===== src/rtl/apb_cmd_master.sv =====
// apb_cmd_master: APB3 requester that turns a valid/ready command stream into
// single APB transfers and returns each result on a valid/ready response stream.
// One transfer is outstanding at a time; a PREADY timeout aborts hung transfers.
//
// Ports:
//   PCLK, PRESET        clock, synchronous active-high reset
//   cmd_valid/ready     command handshake; cmd_write/addr/wdata payload
//   rsp_valid/ready     response handshake; rsp_rdata/err/timeout payload
//   busy                high whenever the FSM is not idle
//   PSEL..PWDATA        APB request signals (registered)
//   PRDATA/PREADY/PSLVERR  APB completion signals from the slave

module apb_cmd_master #(
   parameter int unsigned ADDR_W  = 32,
   parameter int unsigned DATA_W  = 32,
   parameter int unsigned TIMEOUT = 16
) (
   input  logic              PCLK,
   input  logic              PRESET,
   // command stream
   input  logic              cmd_valid,
   output logic              cmd_ready,
   input  logic              cmd_write,
   input  logic [ADDR_W-1:0] cmd_addr,
   input  logic [DATA_W-1:0] cmd_wdata,
   // response stream
   output logic              rsp_valid,
   input  logic              rsp_ready,
   output logic [DATA_W-1:0] rsp_rdata,
   output logic              rsp_err,
   output logic              rsp_timeout,
   output logic              busy,
   // APB requester side
   output logic              PSEL,
   output logic              PENABLE,
   output logic              PWRITE,
   output logic [ADDR_W-1:0] PADDR,
   output logic [DATA_W-1:0] PWDATA,
   input  logic [DATA_W-1:0] PRDATA,
   input  logic              PREADY,
   input  logic              PSLVERR
);

   localparam int unsigned CNT_W = $clog2(TIMEOUT);
   // Last counter value before abort; the counter never wraps past it.
   localparam logic [CNT_W-1:0] CNT_MAX = CNT_W'(TIMEOUT - 1);

   localparam logic [1:0] ST_IDLE   = 2'd0;
   localparam logic [1:0] ST_SETUP  = 2'd1;
   localparam logic [1:0] ST_ACCESS = 2'd2;
   localparam logic [1:0] ST_RESP   = 2'd3;

   logic [1:0]        state_q,       state_d;
   logic              psel_q,        psel_d;
   logic              penable_q,     penable_d;
   logic              pwrite_q,      pwrite_d;
   logic [ADDR_W-1:0] paddr_q,       paddr_d;
   logic [DATA_W-1:0] pwdata_q,      pwdata_d;
   logic              rsp_valid_q,   rsp_valid_d;
   logic [DATA_W-1:0] rsp_rdata_q,   rsp_rdata_d;
   logic              rsp_err_q,     rsp_err_d;
   logic              rsp_timeout_q, rsp_timeout_d;
   logic              busy_q,        busy_d;
   logic [CNT_W-1:0]  cnt_q,         cnt_d;

   // Only combinational output: ready exactly when idle and not being reset.
   assign cmd_ready = (state_q == ST_IDLE) & ~PRESET;

   // Next-state and next-output logic.
   always_comb begin
      state_d       = state_q;
      psel_d        = psel_q;
      penable_d     = penable_q;
      pwrite_d      = pwrite_q;
      paddr_d       = paddr_q;
      pwdata_d      = pwdata_q;
      rsp_valid_d   = rsp_valid_q;
      rsp_rdata_d   = rsp_rdata_q;
      rsp_err_d     = rsp_err_q;
      rsp_timeout_d = rsp_timeout_q;
      cnt_d         = cnt_q;

      case (state_q)
         ST_IDLE: begin
            // Request signals change only on acceptance; held otherwise.
            if (cmd_valid && cmd_ready) begin
               pwrite_d  = cmd_write;
               paddr_d   = cmd_addr;
               pwdata_d  = cmd_wdata;
               psel_d    = 1'b1;
               penable_d = 1'b0;
               state_d   = ST_SETUP;
            end
         end

         ST_SETUP: begin
            penable_d = 1'b1;
            cnt_d     = '0;
            state_d   = ST_ACCESS;
         end

         ST_ACCESS: begin
            // PREADY wins over the timeout, so a wait of TIMEOUT cycles still completes.
            if (PREADY) begin
               rsp_rdata_d   = pwrite_q ? '0 : PRDATA;
               rsp_err_d     = PSLVERR;
               rsp_timeout_d = 1'b0;
               rsp_valid_d   = 1'b1;
               psel_d        = 1'b0;
               penable_d     = 1'b0;
               state_d       = ST_RESP;
            end else if (cnt_q == CNT_MAX) begin
               rsp_rdata_d   = '0;
               rsp_err_d     = 1'b1;
               rsp_timeout_d = 1'b1;
               rsp_valid_d   = 1'b1;
               psel_d        = 1'b0;
               penable_d     = 1'b0;
               state_d       = ST_RESP;
            end else begin
               cnt_d = cnt_q + CNT_W'(1);
            end
         end

         ST_RESP: begin
            if (rsp_ready) begin
               rsp_valid_d = 1'b0;
               state_d     = ST_IDLE;
            end
         end

         default: begin
            psel_d      = 1'b0;
            penable_d   = 1'b0;
            rsp_valid_d = 1'b0;
            state_d     = ST_IDLE;
         end
      endcase

      busy_d = (state_d != ST_IDLE);
   end

   // State and output registers; reset aborts any transfer in flight.
   always_ff @(posedge PCLK) begin
      if (PRESET) begin
         state_q       <= ST_IDLE;
         psel_q        <= 1'b0;
         penable_q     <= 1'b0;
         pwrite_q      <= 1'b0;
         paddr_q       <= '0;
         pwdata_q      <= '0;
         rsp_valid_q   <= 1'b0;
         rsp_rdata_q   <= '0;
         rsp_err_q     <= 1'b0;
         rsp_timeout_q <= 1'b0;
         busy_q        <= 1'b0;
         cnt_q         <= '0;
      end else begin
         state_q       <= state_d;
         psel_q        <= psel_d;
         penable_q     <= penable_d;
         pwrite_q      <= pwrite_d;
         paddr_q       <= paddr_d;
         pwdata_q      <= pwdata_d;
         rsp_valid_q   <= rsp_valid_d;
         rsp_rdata_q   <= rsp_rdata_d;
         rsp_err_q     <= rsp_err_d;
         rsp_timeout_q <= rsp_timeout_d;
         busy_q        <= busy_d;
         cnt_q         <= cnt_d;
      end
   end

   assign PSEL        = psel_q;
   assign PENABLE     = penable_q;
   assign PWRITE      = pwrite_q;
   assign PADDR       = paddr_q;
   assign PWDATA      = pwdata_q;
   assign rsp_valid   = rsp_valid_q;
   assign rsp_rdata   = rsp_rdata_q;
   assign rsp_err     = rsp_err_q;
   assign rsp_timeout = rsp_timeout_q;
   assign busy        = busy_q;

endmodule


===== config.mk =====
export PLATFORM = sky130hd
export DESIGN_NAME = apb_cmd_master
export DESIGN_NICKNAME = d
export VERILOG_FILES = /design/src/rtl/apb_cmd_master.sv
export SDC_FILE = /design/constraint.sdc
export NUM_CORES = 1
export LEC_CHECK = 0
export CAP_MARGIN = 0
export CORE_MARGIN = 2
export CORE_UTILIZATION = 35
export CTS_CLUSTER_DIAMETER = 30
export DETAILED_ROUTE_END_ITERATION = 12
export GPL_TIMING_DRIVEN = 0
export PLACE_DENSITY = 0.73
export SKIP_LAST_GASP = 1
export SLEW_MARGIN = 20
export SYNTH_ARGS = -nofsm -noshare
export SYNTH_HDL_FRONTEND = slang
export SYNTH_SLANG_ARGS = --single-unit
export TNS_END_PERCENT = 50

===== constraint.sdc =====
create_clock -name PCLK -period 2.5 [get_ports PCLK]
set_input_delay 0.25 -clock PCLK [delete_from_list [all_inputs] [get_ports PCLK]]
set_output_delay 0.25 -clock PCLK [all_outputs]
set_load 0.01 [all_outputs]

Yosys cells after proc, flatten, opt, wreduce, memory -nomap -nowiden:

Cells that the tools add are included.

* output and inout bits: 104
* register bits: 109

* reduce and logical (&&, ||, !) cells: 14
* bitwise gates (word level): 2
* equal/unequal tests: 9
* multiplexer cells: 23
* add/sub/neg operators: 1

Operator list (number)
* 2-to-1 mux 32 bit: 3
* AND reduction 3 bit: 4
* nonzero test 2 bit: 5
* 2-to-1 mux 1 bit: 9
* 2-to-1 mux 2 bit: 4
* 2-to-1 mux 4 bit: 2
* one-hot mux 2 bit (4 select lines): 1
* one-hot mux 4 bit (2 select lines): 1
* != test 2 bit, second input constant: 3
* adder 4 x 1 -> 4 bit, second input constant: 1
* equality test 2 bit, second input constant: 2
* equality test 4 bit, second input constant: 1
* one-hot mux 1 bit (2 select lines): 2
* AND reduction 2 bit: 2
* != test 3 bit, second input constant: 1
* one-hot mux 1 bit (3 select lines): 1
* nonzero test 3 bit: 1
* equality test 2 x 1 -> 1 bit, second input constant: 1
* zero test 2 bit: 1
* != test 2 x 1 -> 1 bit, second input constant: 1
* bitwise AND 1 bit: 1
* logical AND 1 bit: 1
* inverter 1 bit: 1

Depth between registers and ports, before layout:

Gate-level depths: netlist (run 1).

* depth in word-level cells: 6
* gate-level depth with buffers: 6
* gate-level depth less buffers: 4

Worst setup path before layout (run 1):

No wires, ideal clock.

* path type: register to register
* start point: register cnt_q[0]
* end point: register rsp_rdata_q[10] (netlist: rsp_rdata[10])
* slack: 1.071 ns
* arrival time: 1.371 ns
* cell stages (with the launch flop): 6
* clock period less this slack: 1.429 ns
* library setup time: 0.059 ns
* cell sequence: dfxtp_1 -> ha_1 -> a31o_2 -> a21oi_2 -> buf_2 -> a22o_1

* word-level cells in the longest chain between the ends: 3

Ends and longest elaborated chain
* from (decl): line 64 `logic [CNT_W-1:0] cnt_q, cnt_d;`
* from (signal assigned): line 170 `cnt_q <= cnt_d;`
* equality test 4 bit: line 112 `end else if (cnt_q == CNT_MAX) begin`
* nonzero test 2 bit (no line)
* AND reduction 2 bit (no line)
* to (signal assigned): line 166 `rsp_rdata_q <= rsp_rdata_d;`
* to (decl): line 60 `logic [DATA_W-1:0] rsp_rdata_q, rsp_rdata_d;`

Every way passes these cells.
A chain may end at the register's enable or synchronous reset.

Worst setup path after layout (run 1):

* start point: register state_q[0]
* end point: output port cmd_ready

* word-level cells in the longest chain between the ends: 2

Ends and longest elaborated chain
* from (decl): line 53 `logic [1:0] state_q, state_d;`
* from (signal assigned): line 159 `state_q <= state_d;`
* zero test 2 bit: line 67 `assign cmd_ready = (state_q == ST_IDLE) & ~PRESET;`
* bitwise AND 1 bit: line 67
* to (decl): line 22 `output logic cmd_ready,`

Every way passes these cells.

==> flow_summary.ini, run 1 <==
[synthesis]
ys_dominant_reg_cell = dfxtp_1
synth_top_area_frac = 0.569
synth_fp_nets = 523
synth_enable_flop_cells = 0
synth-seq-area-share = 0.569
synth_seq_cells = 109
synth.cells.most_frequent = nand2_1, dfxtp_1, o21ai_0
ys.warnings.count = 0
post_synth.cell_area_avg_sq_um = 9.15
async_reset_ff_frac = 0
synth.largest_area_cell = dfxtp_1
postSynthCellCount = 419
post_synth_instance_area_sq_mm = 0.00383
yosys-top-cells-area = dfxtp_1, nand2_1, a22o_1
synthMostInstantiatedCell = nand2_1
cell_variety_after_synth = 41

[critical_path]
cp-end-kind = output pin
worstSetupStartpointType = flop
cp_max_fo = 10
worstReg2RegStart = cnt_q[0]
worst_ep_required_time_ns = 2.25
crit_buf_inv = 2
worstPathCellList = clkbuf_1 -> nor3_1 -> clkdlybuf4s50_1
worst-r2r-cell-count = 5
max_stage_delay_ns = 0.53
setup.reg_to_reg.worst_slack_ns = 0.80
timing.critical_path.max_delay_family = buffers and inverters
r2r_end = rsp_rdata[25]
critPathKind = flop to output pin
cp_slowest_cell = dfxtp_1
crit_arrival_ns = 1.87

[timing]
timing.max_slew.rel_slack = 0.635
fmax_mhz = 471
timing.final.setup_violations = 0
min_period_ns = 2.12
finalMaxSlewViolations = 0
grt_setup_unrepaired = no
number_of_failing_hold_endpoints_at_the_final_stage = 0
totalNegativeSetupSlack_ns = 0
fin_skew_ns = 0.00830
final_period_util = 0.849
timing_worst_slew_pin_value_ns = 0.548

[clock_tree]
htree_levels = 3
cts.sink_count = 109
cts-resized-gates = 0
clock_insertion_delay_worst_skew_ns = 0.37
clock_path_buffers = 2
tritoncts = yes
numCtsBuffers = 9
clk_transition_reported_paths_ns = 0.10
cts_hold_repair.buffers = 0
cts-root-buf = clkbuf_8
cts_post_setup_buffers_inserted = 0

[grt]
grt_usage = 0.197
grt-ovfl-total = 0
antenna_found_initial = 0
grt_pass1_wl_mm = 18.1
grt_max_degree = 19
grt_pass1_vias = 3681

[power_and_ir_drop]
p_leak_uw = 0.00229
peakVddDrop_v = 0.000307
p_per_area_mw_per_mm2 = 587

[place]
port-buffer-count = 205
place_hpwl_mm = 8.89
placed_cells_incl_taps = 764
gpl.final_weighted_congestion = 0.748

[run]
maxCapViolCount = 0

[drt]
vias_per_cell = 4.79
first_pass_iteration_count_of_the_detailed_router = 6
route.detailed.wl_per_inst_microns = 14.9
drt_iter0_markers = 134
detail-route-antenna-nets = 0
drc = 0
detailroute.via_count = 3735
wirelength_mm = 11.6

[floorplan]
dieWidth_microns = 109
site_rows = 38
area_of_the_core_region_sq_mm = 0.0107
dieArea_sq_mm = 0.0118
floorplan.initialDensity = 0.357
y_dimension_of_the_die_microns = 109
io-pin-count = 207

[finish]
drive_gt1_frac = 0.0625
nNetsFinal = 739
fin_util = 0.580
layout-area-overhead-vs-synth_pct = 62.6
post_layout_nonfiller_instances = 780
insertedDiodeCount = 0

[hold_path]
hold_end = PENABLE
min-delay-start = PRESET
worstHoldPathType = input port to flop
worst_hold_path.num_cells = 2

[outcome]
outcome = completed
-- through the flow --
stage / worst slack [ns] / total power, uW / hold WS, ns / instance area [sq um]
2_1_floorplan: 1.07 / 2250 / 0.349 / 3830
3_3_place_gp: 0.583 / 2710 / 0.436 / 6060
3_5_place_dp: 0.589 / 2730 / 0.443 / 6060
4_1_cts: 0.340 / 3710 / 0.225 / 6230
6_report: 0.378 / 3660 / 0.233 / 6230
5_1_grt: 0.241 / 3850 / 0.235 / 6230
-- final cells by class --
cell class / instances / area (sq um)
well taps: 140 / 175
inverters: 4 / 15.0
clock buffers: 10 / 128
plain buffers: 33 / 204
repair buffers: 205 / 2050
fillers: 970 / 4510
clock inverters: 6 / 46.3
flip-flops and latches: 109 / 2180
multi-input cells: 273 / 1430
-- flip-flops by register name, summed over array words and instances, names as in the netlist --
signal and cells:
state_q 2, PADDR 32, rsp_valid 1, PWDATA 32, rsp_timeout 1, PWRITE 1
PSEL 1, rsp_err 1, cnt_q 4, rsp_rdata 32, PENABLE 1, busy 1
-- routing by layer --
layer	global-route usage	up-vias	wire (microns)
met5	0	-	0
met1	0.229	1720	4840
li1	-	1856	-
met4	0.0659	0	205
met3	0.0825	13	1160
met2	0.327	146	5410
-- kinds of logic (layout without fill, tap and decap cells) --
group,count (synthesis),count (layout),synth area share
flip-flops,109,109,0.569
AND/OR/NAND/NOR,151,151,0.164
adder cells (fa/ha/maj),1,1,0.00326
buffers and inverters,37,258,0.0571
multiplexers,1,1,0.00261
AO/OA/AOI/OAI,120,120,0.204
-- cells in the final DEF (no fill, tap or decap), types with 3 or more instances in the layout --
cell	n
buf_2	9
o21ai_0	46
a21oi_1	4
dfxtp_1	109
nand3_1	4
a22o_1	32
clkbuf_8	9
inv_1	3
nor2_1	5
a211oi_1	3
o21ai_1	19
nand2_1	132
buf_6	8
clkbuf_1	13
clkdlybuf4s50_1	205
-- worst max path at each step --
| stage | cells after the start | startpoint | slack (ns) | to |
|---|---|---|---|---|
| finish | 3 | state_q[0] | 0.38 | cmd_ready |
| global route | 4 | state_q[1] | 0.24 | cmd_ready |
| global placement | 5 | cmd_valid | 0.58 | PWDATA[6] |
| CTS | 3 | state_q[0] | 0.34 | cmd_ready |
| floorplan | 5 | cnt_q[0] | 1.07 | rsp_rdata[10] |
| detailed placement | 5 | PREADY | 0.59 | rsp_rdata[25] |
-- report_power, final --
part / switching (uW) / internal [uW]
clock network: 605 / 370
logic: 314 / 439
registers: 70.0 / 1860
-- worst reg2reg max path, cell delays in order (launching register included) --
cell     delay (ns)
dfxtp_1        0.36
ha_1           0.26
a31o_2         0.29
a21oi_2        0.28
buf_2          0.28
a22o_1         0.18
Note: power is estimated with default switching activity, not from simulation.
==> run 2: changes to the inputs <==
==> constraint.sdc (replaced) <==
create_clock -name PCLK -period 2.2 [get_ports PCLK]
set_input_delay 0.22 -clock PCLK [delete_from_list [all_inputs] [get_ports PCLK]]
set_output_delay 0.22 -clock PCLK [all_outputs]
set_load 0.01 [all_outputs]
==> run 2 against run 1 <==
Net effect: sequential power grew 14%; register-to-register slack got worse by 0.30 ns; worst setup slack lost 0.16 ns; clock-buffer cell count stayed put; clock power rose by 14%; largest power group unchanged; highest routed layer unchanged.
==> flow_summary.ini, run 2 (same netlist as run 1, synthesis figures left out) <==
[timing]
fin_skew_ns = 0.00812
timing_worst_slew_pin_value_ns = 0.550
fmax_mhz = 503
final_period_util = 0.903
finalMaxSlewViolations = 0
timing.final.setup_violations = 0
number_of_failing_hold_endpoints_at_the_final_stage = 0
min_period_ns = 1.99
totalNegativeSetupSlack_ns = 0
timing.max_slew.rel_slack = 0.634
grt_setup_unrepaired = no

[floorplan]
site_rows = 38
area_of_the_core_region_sq_mm = 0.0107
y_dimension_of_the_die_microns = 109
dieArea_sq_mm = 0.0118
floorplan.initialDensity = 0.357
dieWidth_microns = 109
io-pin-count = 207

[finish]
post_layout_nonfiller_instances = 779
nNetsFinal = 738
drive_gt1_frac = 0.0642
commonest_non_fill_non_tap_cell_in_the_layout = clkdlybuf4s50_1
nFillCells = 970
mostFrequentLayoutCells = clkdlybuf4s50_1, nand2_1, dfxtp_1
multi_input_area_sq_mm = 0.00143
sequential_cell_area_sq_mm = 0.00218
layout-area-overhead-vs-synth_pct = 62.6
insertedDiodeCount = 0

[critical_path]
worst_ep_required_time_ns = 1.98
worstReg2RegStart = cnt_q[0]
r2r_end = rsp_rdata[25]
cp_max_fo = 10
critPathKind = flop to output pin
worstSetupStartpointType = flop
crit_path_end = cmd_ready
crit_arrival_ns = 1.77
setup.reg_to_reg.worst_slack_ns = 0.50
worst-r2r-cell-count = 5
cp-end-kind = output pin
critical_path.startpoint = state_q[0]

[grt]
grt-ovfl-total = 0
grt_util_met1 = 0.229
globalRouteMet3Util = 0.0825
grt_max_degree = 19
grt_pass1_wl_mm = 18.1
global_route.usage.met2 = 0.327
grt_usage = 0.197
antenna_found_initial = 0
globalRoute.busiestLayer = met2
grt_pass1_vias = 3681

[drt]
route.detailed.wl_per_inst_microns = 14.8
wirelength_mm = 11.6
drt_iter0_markers = 138
vias_per_cell = 4.78
detailroute.via_count = 3724
first_pass_iteration_count_of_the_detailed_router = 6
detail-route-antenna-nets = 0
drc = 0

[clock_tree]
tritoncts = yes
clock_path_buffers = 2
cts-root-buf = clkbuf_8
cts_hold_repair.buffers = 0
clk_transition_reported_paths_ns = 0.10
numCtsBuffers = 9
cts.sink_count = 109
htree_levels = 3
clock_insertion_delay_worst_skew_ns = 0.37

[place]
place_hpwl_mm = 8.89
port-buffer-count = 205
placed_cells_incl_taps = 764
gpl.final_weighted_congestion = 0.748

[power_and_ir_drop]
design_power_total_uw = 4160
p_per_area_mw_per_mm2 = 667
p_leak_uw = 0.00229
peakVddDrop_v = 0.000349

[hold_path]
worstHoldPathType = input port to flop

[run]
maxCapViolCount = 0

[outcome]
outcome = completed
run 2: cell types whose count changed in the layout (fill, tap and decap cells not counted), sizes merged:
cell	delta
clkbuf	-1
run 2: stage by stage:
stage	hold slack, ns	utilization	area [sq um]	worst slack (ns)
after floorplan	0.319	-	3830	0.771
after global placement	0.436	0.564	6060	0.313
after detailed placement	0.443	0.564	6060	0.319
after CTS	0.195	0.580	6230	0.0696
after global routing	0.205	0.580	6230	0.105
final	0.209	0.580	6230	0.213
run 2: final cells by class:
cell class | count | share of cell area
Buffer | 32 | 0.0323
Clock buffer | 10 | 0.0205
Clock inverter | 6 | 0.00743
Inverter | 4 | 0.00241
Multi-Input combinational cell | 273 | 0.230
Sequential cell | 109 | 0.350
Tap cell | 140 | 0.0281
Timing Repair Buffer | 205 | 0.329
run 2: worst min path at each step:
stage	from	end	slack (ns)	depth (start not counted)
finish	PRESET	PENABLE	0.21	2
global route	PRESET	PENABLE	0.20	2
CTS	PRESET	PENABLE	0.19	2
detailed placement	PWDATA[2]	PWDATA[2]	0.44	2
global placement	PWDATA[14]	PWDATA[14]	0.44	2
floorplan	PREADY	rsp_timeout	0.32	1
run 2: what timing repair did:
item | 4_1_cts | 5_1_grt
setup buffers | 0 | 0
resized for setup | 0 | 2
endpoints found under the setup margin | 0 | 1
run 2: worst max-delay path, stage by stage (launching register included):
cell             delay, ns
dfxtp_1               0.53
clkbuf_2              0.29
nor3_1                0.07
clkdlybuf4s50_1       0.51
run 2: power by group:
| part | internal, uW | leakage [uW] | switching, uW | total, uW |
|---|---|---|---|---|
| sequential | 2120 | 0.000891 | 79.6 | 2200 |
| combinational | 499 | 0.00132 | 355 | 854 |
| clock | 421 | 0.0000833 | 686 | 1110 |
run 2: per-layer routing:
metal / share of wire / vias to the layer above
li1: - / 1856
met1: 0.42 / 1715
met2: 0.47 / 141
met3: 0.098 / 12
met4: 0.017 / 0
met5: 0 / -
